**src/rtl/mux4_pkg.sv**
```systemverilog
// Shared types and helpers for the 4-channel collector and its return-path demux.
package mux4_pkg;

    localparam int CH_NUM = 4;
    localparam int SEL_W  = 2;

    typedef logic [SEL_W-1:0] sel_t;

    function automatic sel_t rr_next(input sel_t p);
        return p + sel_t'(1);
    endfunction

endpackage

```
**src/rtl/rr_arb4.sv**
```systemverilog
// Combinational 4-way arbiter: rotating priority from ptr, or fixed
// priority (ch0 highest) when MUX4_FIXED_PRIO_EN is defined.
import mux4_pkg::*;

module rr_arb4 (
    input  logic [CH_NUM-1:0] req,
    input  sel_t              ptr,
    output logic [CH_NUM-1:0] gnt_onehot,
    output sel_t              gnt_idx
);

    sel_t base;
    sel_t idx;
    logic found;

`ifdef MUX4_FIXED_PRIO_EN
    assign base = '0;
`else
    assign base = ptr;
`endif

    always_comb begin
        gnt_onehot = '0;
        gnt_idx    = '0;
        idx        = '0;
        found      = 1'b0;
        for (int k = 0; k < CH_NUM; k++) begin
            idx = base + sel_t'(k);
            if (!found && req[idx]) begin
                found           = 1'b1;
                gnt_idx         = idx;
                gnt_onehot[idx] = 1'b1;
            end
        end
    end

endmodule

```
**src/rtl/mux4_rr_collect.sv**
```systemverilog
// Four-channel valid/ready collector with arbitration and a registered output.
// Build option: MUX4_FIXED_PRIO_EN selects fixed priority instead of round-robin.
import mux4_pkg::*;

module mux4_rr_collect #(
    parameter int DATA_W = 8
) (
    input  logic                     clk,
    input  logic                     rst_n,
    input  logic [CH_NUM-1:0]        in_valid,
    input  logic [CH_NUM*DATA_W-1:0] in_data,
    output logic [CH_NUM-1:0]        in_ready,
    output logic                     out_valid,
    output logic [DATA_W-1:0]        out_data,
    output sel_t                     out_sel,
    input  logic                     out_ready
);

    logic [CH_NUM-1:0] gnt_onehot;
    sel_t              gnt_idx;
    sel_t              ptr;
    logic              can_load;
    logic              load;

    rr_arb4 u_arb (
        .req        (in_valid),
        .ptr        (ptr),
        .gnt_onehot (gnt_onehot),
        .gnt_idx    (gnt_idx)
    );

    // Register can accept when empty or draining this cycle.
    assign can_load = !out_valid || out_ready;
    assign load     = can_load && (|in_valid);
    assign in_ready = rst_n ? (gnt_onehot & {CH_NUM{can_load}}) : '0;

`ifdef MUX4_FIXED_PRIO_EN
    assign ptr = '0;
`else
    always_ff @(posedge clk or negedge rst_n) begin
        if (!rst_n) begin
            ptr <= '0;
        end else if (load) begin
            ptr <= rr_next(gnt_idx);
        end
    end
`endif

    always_ff @(posedge clk or negedge rst_n) begin
        if (!rst_n) begin
            out_valid <= 1'b0;
            out_data  <= '0;
            out_sel   <= '0;
        end else if (load) begin
            out_valid <= 1'b1;
            out_data  <= in_data[int'(gnt_idx)*DATA_W +: DATA_W];
            out_sel   <= gnt_idx;
        end else if (out_ready) begin
            out_valid <= 1'b0;
        end
    end

endmodule

```
**config.mk**
```make
export PLATFORM = sky130hd
export DESIGN_NAME = mux4_rr_collect
export DESIGN_NICKNAME = d
export VERILOG_FILES = /design/src/rtl/mux4_pkg.sv /design/src/rtl/rr_arb4.sv /design/src/rtl/mux4_rr_collect.sv
export SDC_FILE = /design/constraint.sdc
export NUM_CORES = 1
export LEC_CHECK = 0
export ABC_AREA = 1
export BUFFER_PORTS_ARGS = -buffer_cell sky130_fd_sc_hd__clkbuf_2
export CAP_MARGIN = 20
export CORE_AREA = 2 2 60 62
export CTS_BUF_LIST = sky130_fd_sc_hd__clkbuf_16
export CTS_CLUSTER_SIZE = 16
export DETAILED_ROUTE_END_ITERATION = 12
export DIE_AREA = 0 0 62 64
export PLACE_DENSITY = 0.67
export SLEW_MARGIN = 20
export SYNTH_ARGS = -nofsm -noshare
export SYNTH_HDL_FRONTEND = slang
export SYNTH_SLANG_ARGS = --single-unit
```
**constraint.sdc**
```tcl
create_clock -name clk -period 3.3 [get_ports clk]
set_clock_uncertainty 0.1 [all_clocks]
set_input_delay 0 -clock clk [delete_from_list [all_inputs] [get_ports clk]]
set_output_delay 0 -clock clk [all_outputs]
set_load 0.005 [all_outputs]
```
## Word-level counts from Yosys, hierarchy flattened

Cells that the tools add are included.

- Bits of input ports: 39
- Register bits: 13
- Word-level logic and storage cells: 66

- Bitwise operators: 4
- Mux-type cells: 30
- Reduce and logical (&&, ||, !) cells: 15
- Shift operators: 1
- Order comparisons: 8
- Add/sub/neg operators: 4

Operators by type and width:

| kind | count |
|---|---|
| indexed part select 32 x 6 -> 8 bit | 1 |
| two-way mux 4 bit | 5 |
| two-way mux 1 bit | 13 |
| < comparator 2 x 3 -> 1 bit, second input constant | 4 |
| bitwise OR 4 bit | 3 |
| binary-select mux 1 bit (select 2 bit) | 4 |
| demux 1 bit (select 2 bit) | 4 |
| >= comparator 2 x 1 -> 1 bit, second input constant | 4 |
| logical AND 1 bit | 8 |
| two-way mux 2 bit | 4 |
| adder 2 x 1 -> 2 bit, second input constant | 2 |
| adder 2 bit, second input constant | 2 |
| AND 4 bit | 1 |
| logical NOT 1 bit | 4 |
| OR reduction 4 bit | 1 |
| nonzero test 2 bit | 1 |
| logical OR 1 bit | 1 |

## Logic depth before layout (Yosys ltp)

Gate-level depths: netlist of run 1.

- Word-level depth: 14
- Mapped depth: 15
- Gate-level depth less buffers: 14

## Modules after synthesis

Synthesis of run 1 repeated with hierarchy kept, for this count alone.

- Cell total of the unflattened synthesis: 241
- Area total of the unflattened synthesis: 1496.4 um^2

By module, submodules not included:

| module | cells an instance | area an instance (um^2) | times used |
|---|---|---|---|
| mux4_rr_collect | 159 | 1019.7 | 1 |
| rr_arb4 | 82 | 476.7 | 1 |

## Worst setup path before layout of run 1

Ideal clock, no wire load.

- Kind: flip-flop to flip-flop
- Start: reg ptr[0]
- End: reg out_data[1]
- Clock period less this slack: 2290 ps
- Data required time: 3075 ps
- Arrival: 2065 ps
- Path buffers: 1
- Setup slack: 1010 ps
- Cell stages (with the launch flop): 16
- Setup time: 125 ps
- Cell sequence: dfrtp_1 -> inv_2 -> ha_1 -> inv_1 -> nand3_1 -> nand2_2 -> inv_2 -> nor2_8 -> nand2_2 -> nand2_4 -> nand2_4 -> buf_6 -> nand2_1 -> nand2_1 -> nand2_1 -> nand3_1

- Cells in the longest elaborated chain, start to end: 13
- Elaborated cells on any way between the ends: 25

Ends and longest elaborated chain:

| what | RTL line | RTL |
|---|---|---|
| from (decl) | mux4_rr_collect.sv:21 | `sel_t ptr;` |
| from (signal assigned) | mux4_rr_collect.sv:44 | `ptr <= rr_next(gnt_idx);` |
| branches (longest 11 deep; another with adder 2 x 1 -> 2 bit) | n/a |  |
| two-way mux 2 bit * | rr_arb4.sv:29 | `if (!found && req[idx]) begin` |
| indexed part select 32 x 6 -> 8 bit * | mux4_rr_collect.sv:56 | `out_data <= in_data[int'(gnt_idx)*DATA_W +: DATA_W];` |
| to (signal assigned) | mux4_rr_collect.sv:56 |  |
| to (decl) | mux4_rr_collect.sv:14 | `output logic [DATA_W-1:0] out_data,` |

Every way passes the cells marked *. The select of a mux whose other input is x is not followed.
A chain may end at the register's enable or synchronous reset.

## Final worst setup path of run 1

- Start: reg ptr[0]
- End: reg out_data[5]

The elaborated chain is that of the path after synthesis.

==> results of run 1 <==
==> metal layers <==
metal	vias up	share of wire (%)	GRT usage [%]
li1	785	-	-
met1	704	44	25.6
met2	47	50	32.9
met3	5	5.2	3.64
met4	0	1.2	6.12
met5	-	0	0
==> power groups by stage <==
stage	Clock (uW)	Combinational, uW	Sequential, uW
2_1_floorplan	0	1050	299
3_3_place_gp	0	1290	304
3_5_place_dp	0	1290	305
4_1_cts	233	1420	306
5_1_grt	238	1600	321
6_report	231	1420	309
==> flip-flops by register name, summed over array words and instances, names as in the netlist <==
signal	count
out_sel	2
out_valid	1
out_data	8
ptr	2
==> area by class of cell <==
cell class / count / area (um^2) / area share (%)
timing repair buffer: 72 / 455 / 24.5
clock inverter: 1 / 3.75 / 0.202
clock buffer: 3 / 75.1 / 4.03
sequential: 13 / 328 / 17.6
tap: 46 / 57.6 / 3.09
multi-input combinational: 164 / 877 / 47.1
inverter: 17 / 63.8 / 3.43
==> what timing repair did <==
action                                  4_1_cts  5_1_grt
endpoints found under the setup margin        0        7
hold endpoints to repair                     22        0
gates resized for setup                       0        2
hold buffers                                 19        0
setup buffers                                 0        0
==> tightest hold or removal path, stage by stage <==
cell	delay, ps
clkbuf_2	80
nand2_1	40
nand2_1	50
nand2_1	60
nand3_1	80
==> per-stage QoR <==
step | instance area [um^2] | std cells | util (%)
3_5_place_dp | 1590 | 293 | 48.4
2_1_floorplan | 1290 | 197 | -
6_report | 1860 | 316 | 56.6
3_3_place_gp | 1590 | 293 | 48.4
4_1_cts | 1860 | 316 | 56.6
5_1_grt | 1860 | 316 | 56.6
==> how the worst max path moves through the flow <==
stage                  end  cells after the start
2_1_floorplan  out_data[1]                     15
3_3_place_gp        ptr[1]                     10
3_5_place_dp   out_data[7]                     14
4_1_cts        out_data[5]                     15
5_1_grt        out_data[5]                     14
6_report       out_data[5]                     15
==> Yosys cell counts, drive strengths merged <==
| cell | instances | area share [%] |
|---|---|---|
| nand2 | 87 | 28 |
| nand3 | 40 | 16 |
| inv | 16 | 4.7 |
| dfrtp | 13 | 25 |
| nor2 | 12 | 6.5 |
| ha | 8 | 7.8 |
| o21ai | 5 | 2.2 |
| buf | 3 | 1.8 |
| nand4 | 3 | 2.6 |
| a22oi | 2 | 1.2 |
| nor3 | 2 | 1.6 |
| a21boi | 1 | 0.58 |
| a21oi | 1 | 0.39 |
| and2 | 1 | 0.49 |
| clkinv | 1 | 0.29 |
| nor4 | 1 | 0.49 |
| o21a | 1 | 0.58 |
==> kinds of logic after synthesis <==
logic type | after synthesis
fa+ha+maj | 8
compound gates | 10
simple gates | 146
flops | 13
buf+inv | 20
==> qor.txt, run 1 <==
die area = 3970 um^2
CTS tree = built
Synth cell types = 28
number of remaining DRC errors = 0
TritonCTS buffer count = 3
Fmax achieved = 328 MHz
Synth Area in Simple Gates = 55.3%
share of layout cells above drive strength 1 = 27.4%
DR vias/cell = 4.88
Fin Setup TNS = 0 ps
Nets = 318
status = completed
first-pass GRT wire length = 6.05 mm
number of global-route vias before repair = 1449
IO Port Bufs = 53
drt first pass iters = 4
largest family of logic cells by synthesized area = simple AND/OR/NAND/NOR gates
CP peak stage delay = 560 ps
Detail Route Antenna Nets = 0
crit path time final = 3050 ps
capturing element type of the critical path = flop
worst vdd ir = 0.497 mV
net switching power = 1010 uW
Rows = 21
reg-to-reg slack, setup = 250 ps
WP data arrival = 3070 ps
worst reg2reg path endpoint = out_data[5]
Reg power frac = 15.7%
highest-count cells in the layout ignoring fill and taps = 81 x nand2_1, 53 x clkbuf_2, 39 x nand3_1
initial antenna violation count = 0
mapped cell area = 1290 um^2
CP most frequent cell = nand2_1
share of power burned in the clock network = 11.8%
Core ar. = 3280 um^2
Synth Register Bits = 13
clock buffer depth = 2
average routed wire per standard cell = 11.6 um
gpl congestion = 0.875
Logic pwr share = 72.5%
ant diodes = 0
Static Leak = 0.00106 uW
Min-Delay Endpoint = out_data[7]
Syn Inst Count = 197
leading cell type in the layout, fill and taps excluded = nand2_1
cell depth of the worst flop-to-flop path = 15
WP buf/inv = 4
mux cell area share after synthesis = 0%
I/O Pins = 54
fillers = 326
DP Wirelength = 2.73 mm
highest-delay cell along the critical path = dlygate4sd3_1
area grow syn2layout = 44.2%
pins over their slew limit = 0
required time of the critical path = 3330 ps
Slew @ Worst Pin = 576 ps
Die Wd = 62 um
worst setup path class = reg2reg
reg2reg start = ptr[0]
Avg Cell Area, Syn = 6.55 um^2
Sw Share = 51.7%
Synth Net Count = 244
max_slew headroom = 61.3%
Clock Latency Late Sink = 250 ps
fin worst setup slack = 254 ps
CP max FO = 18
CTS clk-pin slew, worst paths = 50 ps
compound-gate portion of the synthesized area = 4.95%
Starting Density = 39.3%
Overflow after GRT = 0
H-tree depth = 1
CTS sink cnt = 13
# setup viols final = 0
Hold Vio Cnt, Final = 0
register area share after synthesis = 25.2%
post-synthesis xor/xnor area fraction = 0%
DR iter-0 viols = 86
worst-path cell chain = inv_2, ha_1, inv_1, nand3_1, nand2_2, inv_2, nor2_8, nand2_2, nand2_4, nand2_4, nand2_1, nand2_1, nand2_1, nand3_1, dlygate4sd3_1
hold path cells = 5
maxcap violations = 0
routed vias = 1541
Adder-Cell Fraction of Synth Area = 7.76%
Hold Crit Class = in2reg
CP top delay family = simple AND/OR/NAND/NOR gates
total power draw = 1960 uW
RSZ-0062 raised after global routing = false
Hold Crit Start = in_data[31]
DRT Wirelength = 3.68 mm
worst setup path start = ptr[0]
Final Cycle Share = 92.3%
placement-stage worst setup slack = 687 ps
Pwr Density = 1050 nW/um^2
GRT Util Overall = 19.9%
P_int = 948 uW
cell chosen for the clock root = clkbuf_16
type of origin of the critical path = flop
Die Height = 64 um
pin count of the biggest net entering global routing = 19
Yosys warnings = 0
Worst Hold Slack = 11.0 ps
(Power assumes the default switching activity.)
==> inputs of run 2 (changes only) <==
- GPL_ROUTABILITY_DRIVEN: unset -> 0
- MAX_ROUTING_LAYER: unset -> met4
==> run 2 against run 1 <==
Routed wire length shrank 0.22%. Final area is the same. Sequential share of layout area is the same. Total power is essentially flat. Sequential power is essentially flat. Worst hold slack gained 1.5 ps. Count of clock-buffer cells in the layout is the same. Critical path type unchanged. Critical endpoint unchanged. Largest power group unchanged.
==> qor.txt, run 2 (synthesis results as in run 1) <==
I/O Pins = 54 (unchanged)
worst setup path class = reg2reg
first-pass GRT wire length = 6.06 mm (+0.12%)
number of flip-flops under the largest register name = 8 (unchanged)
capturing element type of the critical path = flop
highest-delay cell along the critical path = dlygate4sd3_1
WP data arrival = 3080 ps (about the same)
Hold Crit Start = in_data[31]
number of global-route vias before repair = 1449 (unchanged)
GRT Util Overall = 20.4% (+0.52 points)
worst vdd ir = 0.496 mV (-0.22%)
Min-Delay Endpoint = out_data[7]
reg2reg start = ptr[0]
DR iter-0 viols = 87 (+1.2%)
Nets = 318 (unchanged)
reg-to-reg slack, setup = 250 ps (about the same)
routed vias = 1540 (-0.065%)
number of remaining DRC errors = 0 (unchanged)
initial antenna violation count = 0 (unchanged)
Die Wd = 62 um (unchanged)
leading cell type in the layout, fill and taps excluded = nand2_1
Clock Latency Late Sink = 250 ps (about the same)
CP peak stage delay = 560 ps (about the same)
ant diodes = 0 (unchanged)
die area = 3970 um^2 (unchanged)
TritonCTS buffer count = 3 (unchanged)
crit path time final = 3050 ps (+5.08 ps)
Slew @ Worst Pin = 576 ps (unchanged)
post-CTS setup buffer count = 0 (unchanged)
Hold Vio Cnt, Final = 0 (unchanged)
biggest regs = out_data x8, out_sel x2, ptr x2
Die Height = 64 um (unchanged)
IO Port Bufs = 53 (unchanged)
Detail Route Antenna Nets = 0 (unchanged)
type of origin of the critical path = flop
Starting Density = 39.3% (unchanged)
CTS tree = built
worst reg2reg path endpoint = out_data[5]
average routed wire per standard cell = 11.6 um (-0.22%)
maxcap violations = 0 (unchanged)
CP max FO = 18 (unchanged)
required time of the critical path = 3330 ps (about the same)
CP top delay family = simple AND/OR/NAND/NOR gates
cell depth of the worst flop-to-flop path = 15 (unchanged)
Fin Setup TNS = 0 ps (unchanged)
max_slew headroom = 61.3% (unchanged)
CP Depth = 15 (unchanged)
placed insts = 293 (unchanged)
non-filler instance count after layout = 316 (unchanged)
WP buf/inv = 4 (unchanged)
Final Cycle Share = 92.5% (+0.15 points)
pins over their slew limit = 0 (unchanged)
Overflow after GRT = 0 (unchanged)
cell chosen for the clock root = clkbuf_16
DRT Wirelength = 3.67 mm (-0.22%)
# setup viols final = 0 (unchanged)
DP Wirelength = 2.73 mm (unchanged)
area grow syn2layout = 44.2% (unchanged)
status = completed
clock buffer depth = 2 (unchanged)
H-tree depth = 1 (unchanged)
highest-count cells in the layout ignoring fill and taps = 81 x nand2_1, 53 x clkbuf_2, 39 x nand3_1
CTS sink cnt = 13 (unchanged)
Core ar. = 3280 um^2 (unchanged)
Fmax achieved = 328 MHz (-0.17%)
pin count of the biggest net entering global routing = 19 (unchanged)
hold path cells = 5 (unchanged)
Pwr Density = 1050 nW/um^2 (about the same)
drt first pass iters = 4 (unchanged)
CP most frequent cell = nand2_1
Biggest register = out_data
Static Leak = 0.00106 uW (unchanged)
CTS clk-pin slew, worst paths = 50 ps (about the same)
RSZ-0062 raised after global routing = false
share of layout cells above drive strength 1 = 27.4% (unchanged)
DR vias/cell = 4.87 (about the same)
worst-path cell chain = inv_2, ha_1, inv_1, nand3_1, nand2_2, inv_2, nor2_8, nand2_2, nand2_4, nand2_4, nand2_1, nand2_1, nand2_1, nand3_1, dlygate4sd3_1
Rows = 21 (unchanged)
Hold Crit Class = in2reg
## run 2: cell counts in the layout (fill, tap and decap cells not counted)
Identical to the previous run, type by type.
## run 2: layout make-up
class                      count  area (um^2)
sequential                    13          328
multi-input combinational    164          877
clock inverter                 1         3.75
inverter                      17         63.8
clock buffer                   3         75.1
tap                           46         57.6
timing repair buffer          72          455
fill                         326         1420
## run 2: metal layers
layer  routed length (um)  vias up  GRT usage (%)
met2                 1830       40           32.9
li1                     -      786              -
met4                   40        0           6.12
met1                 1650      709           25.8
met3                  150        5           3.24
met5                    0        -              -
## run 2: timing repair
item	CTS	global route
setup endpoints to repair	0	7
hold endpoints to repair	22	0
gates resized for setup	0	2
hold buffers	19	0
## run 2: tightest hold or removal path, delay by kind of cell
family / cells / cell delay (ps)
buf+inv: 1 / 80
simple gates: 4 / 230
## run 2: worst max path at each step
stage / end / slack (ps) / from
floorplan: out_data[1] / 1010 / ptr[0]
global placement: ptr[1] / 750 / ptr[0]
detailed placement: out_data[7] / 690 / ptr[0]
CTS: out_data[5] / 160 / ptr[0]
global route: out_data[5] / 50 / ptr[0]
finish: out_data[5] / 250 / ptr[0]
## run 2: report_power, final
group          internal, uW  total [uW]  switching, uW
Sequential              240         308           68.2
Clock                   160         231           71.0
Combinational           548        1420            874
Total                   948        1960           1010
## run 2: stage by stage
stage	total power (uW)	area (um^2)	worst slack, ps	hold WS [ps]	utilization (%)
2_1_floorplan	1350	1290	1010	-396	-
3_3_place_gp	1590	1590	745	-170	48.4
3_5_place_dp	1590	1590	687	-172	48.4
4_1_cts	1960	1860	161	2.14	56.6
5_1_grt	2160	1860	51.5	49.6	56.6
6_report	1960	1860	249	12.5	56.6
==> inputs of run 3 (changes only) <==
- CORE_AREA: 2 2 60 62 -> 2 2 55 57
- DIE_AREA: 0 0 62 64 -> 0 0 57 59
- PLACE_DENSITY: 0.67 -> 0.78
==> run 3 against run 2 <==
Routed wire length increased by 1.2%. Count of clock-buffer cells in the layout unchanged. Global-route usage increased by 4.2 points. Total power is 1.7% higher. Worst hold slack worse by 4.2 ps. Sequential power about the same. Critical path depth is the same. Critical endpoint is now out_data[4]. Non-clock buffer count increased by 2. Final area rose by 0.20%. Clock power shrank 3%. Combinational power rose by 3%. Core utilization grew 12 points.
==> qor.txt, run 3 (synthesis results as in run 1) <==
Starting Density = 47.6% (+8.3 points)
Pwr Density = 1070 nW/um^2 (+1.5%)
GRT Util Overall = 24.6% (+4.2 points)
die area = 3360 um^2 (-15%)
Fin Setup TNS = 0 ps (unchanged)
initial antenna violation count = 0 (unchanged)
met2 wire len = 1.93 mm (+5.5%)
uppermost layer routed = met4
first-pass GRT wire length = 6.27 mm (+3.5%)
DR iter-0 viols = 55 (-37%)
required time of the critical path = 3320 ps (about the same)
routed vias = 1589 (+3.2%)
fillers = 256 (-21%)
max_slew headroom = 65.1% (+3.8 points)
Overflow after GRT = 0 (unchanged)
CP max FO = 18 (unchanged)
drt first pass iters = 4 (unchanged)
DR vias/cell = 5.24 (+7.6%)
placed cell areas = 1570 um^2 (-1.2%)
Detail Route Antenna Nets = 0 (unchanged)
Final Cycle Share = 92.5% (about the same)
Core ar. = 2710 um^2 (-17%)
highest-count cells in the layout ignoring fill and taps = 81 x nand2_1, 53 x clkbuf_2, 39 x nand3_1
Hold Vio Cnt, Final = 0 (unchanged)
number of global-route vias before repair = 1515 (+4.6%)
Clock Latency Late Sink = 240 ps (about the same)
WL met1 = 1.48 mm (-10%)
Die Wd = 57 um (-8.1%)
IO Port Bufs = 53 (unchanged)
post-CTS setup buffer count = 0 (unchanged)
Static Leak = 0.00107 uW (+0.85%)
worst setup path class = reg2reg
CTS clk-pin slew, worst paths = 50 ps (about the same)
cell chosen for the clock root = clkbuf_16
DP Wirelength = 2.63 mm (-3.6%)
RSZ-0062 raised after global routing = false
DRT Wirelength = 3.71 mm (+1.2%)
status = completed
number of flip-flops under the largest register name = 8 (unchanged)
share of power burned in the clock network = 11.3% (-0.5 points)
maxcap violations = 0 (unchanged)
Nets = 320 (+0.63%)
I/O Pins = 54 (unchanged)
Met3 Wirelength = 193 um (+29%)
# setup viols final = 0 (unchanged)
worst vdd ir = 0.736 mV (+48%)
biggest regs = out_data x8, out_sel x2, ptr x2
TritonCTS buffer count = 3 (unchanged)
fin worst setup slack = 248 ps (-0.511 ps)
Finished Cell Area = 1860 um^2 (+0.20%)
CTS tree = built
capturing element type of the critical path = flop
clock buffer depth = 2 (unchanged)
Rows = 19 (-9.5%)
average routed wire per standard cell = 12.3 um (+5.5%)
number of remaining DRC errors = 0 (unchanged)
WP data arrival = 3070 ps (about the same)
area grow syn2layout = 44.5%
Logic pwr share = 73.3% (+0.8 points)
Slew @ Worst Pin = 519 ps (-56.5 ps)
leading cell type in the layout, fill and taps excluded = nand2_1
Biggest register = out_data
pins over their slew limit = 0 (unchanged)
Fmax achieved = 328 MHz (about the same)
Sw Share = 51.6% (-0.067 points)
P_int = 966 uW (+1.9%)
Die Height = 59 um (-7.8%)
share of layout cells above drive strength 1 = 27.2% (-0.20 points)
crit path time final = 3050 ps (+0.511 ps)
Reg power frac = 15.5% (-0.2 points)
ant diodes = 0 (unchanged)
placement-stage worst setup slack = 702 ps (+15.2 ps)
CTS sink cnt = 13 (unchanged)
Hold Crit Class = in2reg
pin count of the biggest net entering global routing = 19 (unchanged)
net switching power = 1030 uW (+1.6%)
H-tree depth = 1 (unchanged)
type of origin of the critical path = flop
==> run 3: changes by cell type in the layout (fill, tap and decap cells not counted), sizes merged <==
cell	previous run	this run
dlygate4sd3	19	21
==> run 3: stage by stage <==
step	hold WS, ps	instances	power [uW]	utilization (%)
after detailed placement	-173	278	1590	57.9
final	8.28	303	2000	68.8
after global placement	-174	278	1580	57.9
after CTS	12.1	303	1980	68.6
after floorplan	-396	197	1350	-
after global routing	61.8	303	2190	68.8
==> run 3: final timing paths <==
path	from	end	slack, ps	cells after the start
worst min register to register	out_sel[0]	out_sel[0]	410	1
min in group asynchronous	rst_n	out_data[4]	90	2
worst max register to register	ptr[1]	out_data[4]	250	15
worst min-delay path	in_data[18]	out_data[2]	8	5
max in group asynchronous	rst_n	ptr[1]	2720	2
worst max-delay path	ptr[1]	out_data[4]	250	15
==> run 3: critical path: stages, from the launching register on <==
cell           delay (ps)
dfrtp_2               450
inv_1                 200
ha_1                  310
inv_1                 110
nand3_1               100
nand2_2               110
inv_2                  70
nor2_8                140
nand2_2               130
nand2_4               220
nand2_4               160
nand2_1                90
nand2_1                60
nand2_1                60
nand3_1                60
dlygate4sd3_1         550
==> run 3: area by class of cell <==
| class | count | area, um^2 | share of cell area [%] |
|---|---|---|---|
| Multi-Input combinational cell | 164 | 877 | 47.0 |
| Timing Repair Buffer | 74 | 475 | 25.5 |
| Sequential cell | 13 | 328 | 17.6 |
| Clock buffer | 3 | 75.1 | 4.03 |
| Inverter | 17 | 66.3 | 3.56 |
| Tap cell | 31 | 38.8 | 2.08 |
| Clock inverter | 1 | 3.75 | 0.201 |
==> run 3: layer usage <==
metal | global-route usage, % | vias to the layer above
met5 | - | -
met4 | 12.3 | 0
met3 | 2.62 | 10
met2 | 44.3 | 67
met1 | 27.0 | 720
li1 | - | 792
==> run 3: what timing repair did <==
action | 4_1_cts | 5_1_grt
gates resized for setup | 0 | 3
hold endpoints to repair | 22 | 0
endpoints found under the setup margin | 0 | 8
hold buffers | 21 | 0
==> run 3: power groups by stage <==
stage | logic [uW] | clock network (uW) | registers, uW
2_1_floorplan | 1050 | 0 | 299
3_3_place_gp | 1280 | 0 | 300
3_5_place_dp | 1290 | 0 | 302
4_1_cts | 1450 | 228 | 301
5_1_grt | 1640 | 236 | 319
6_report | 1460 | 225 | 308
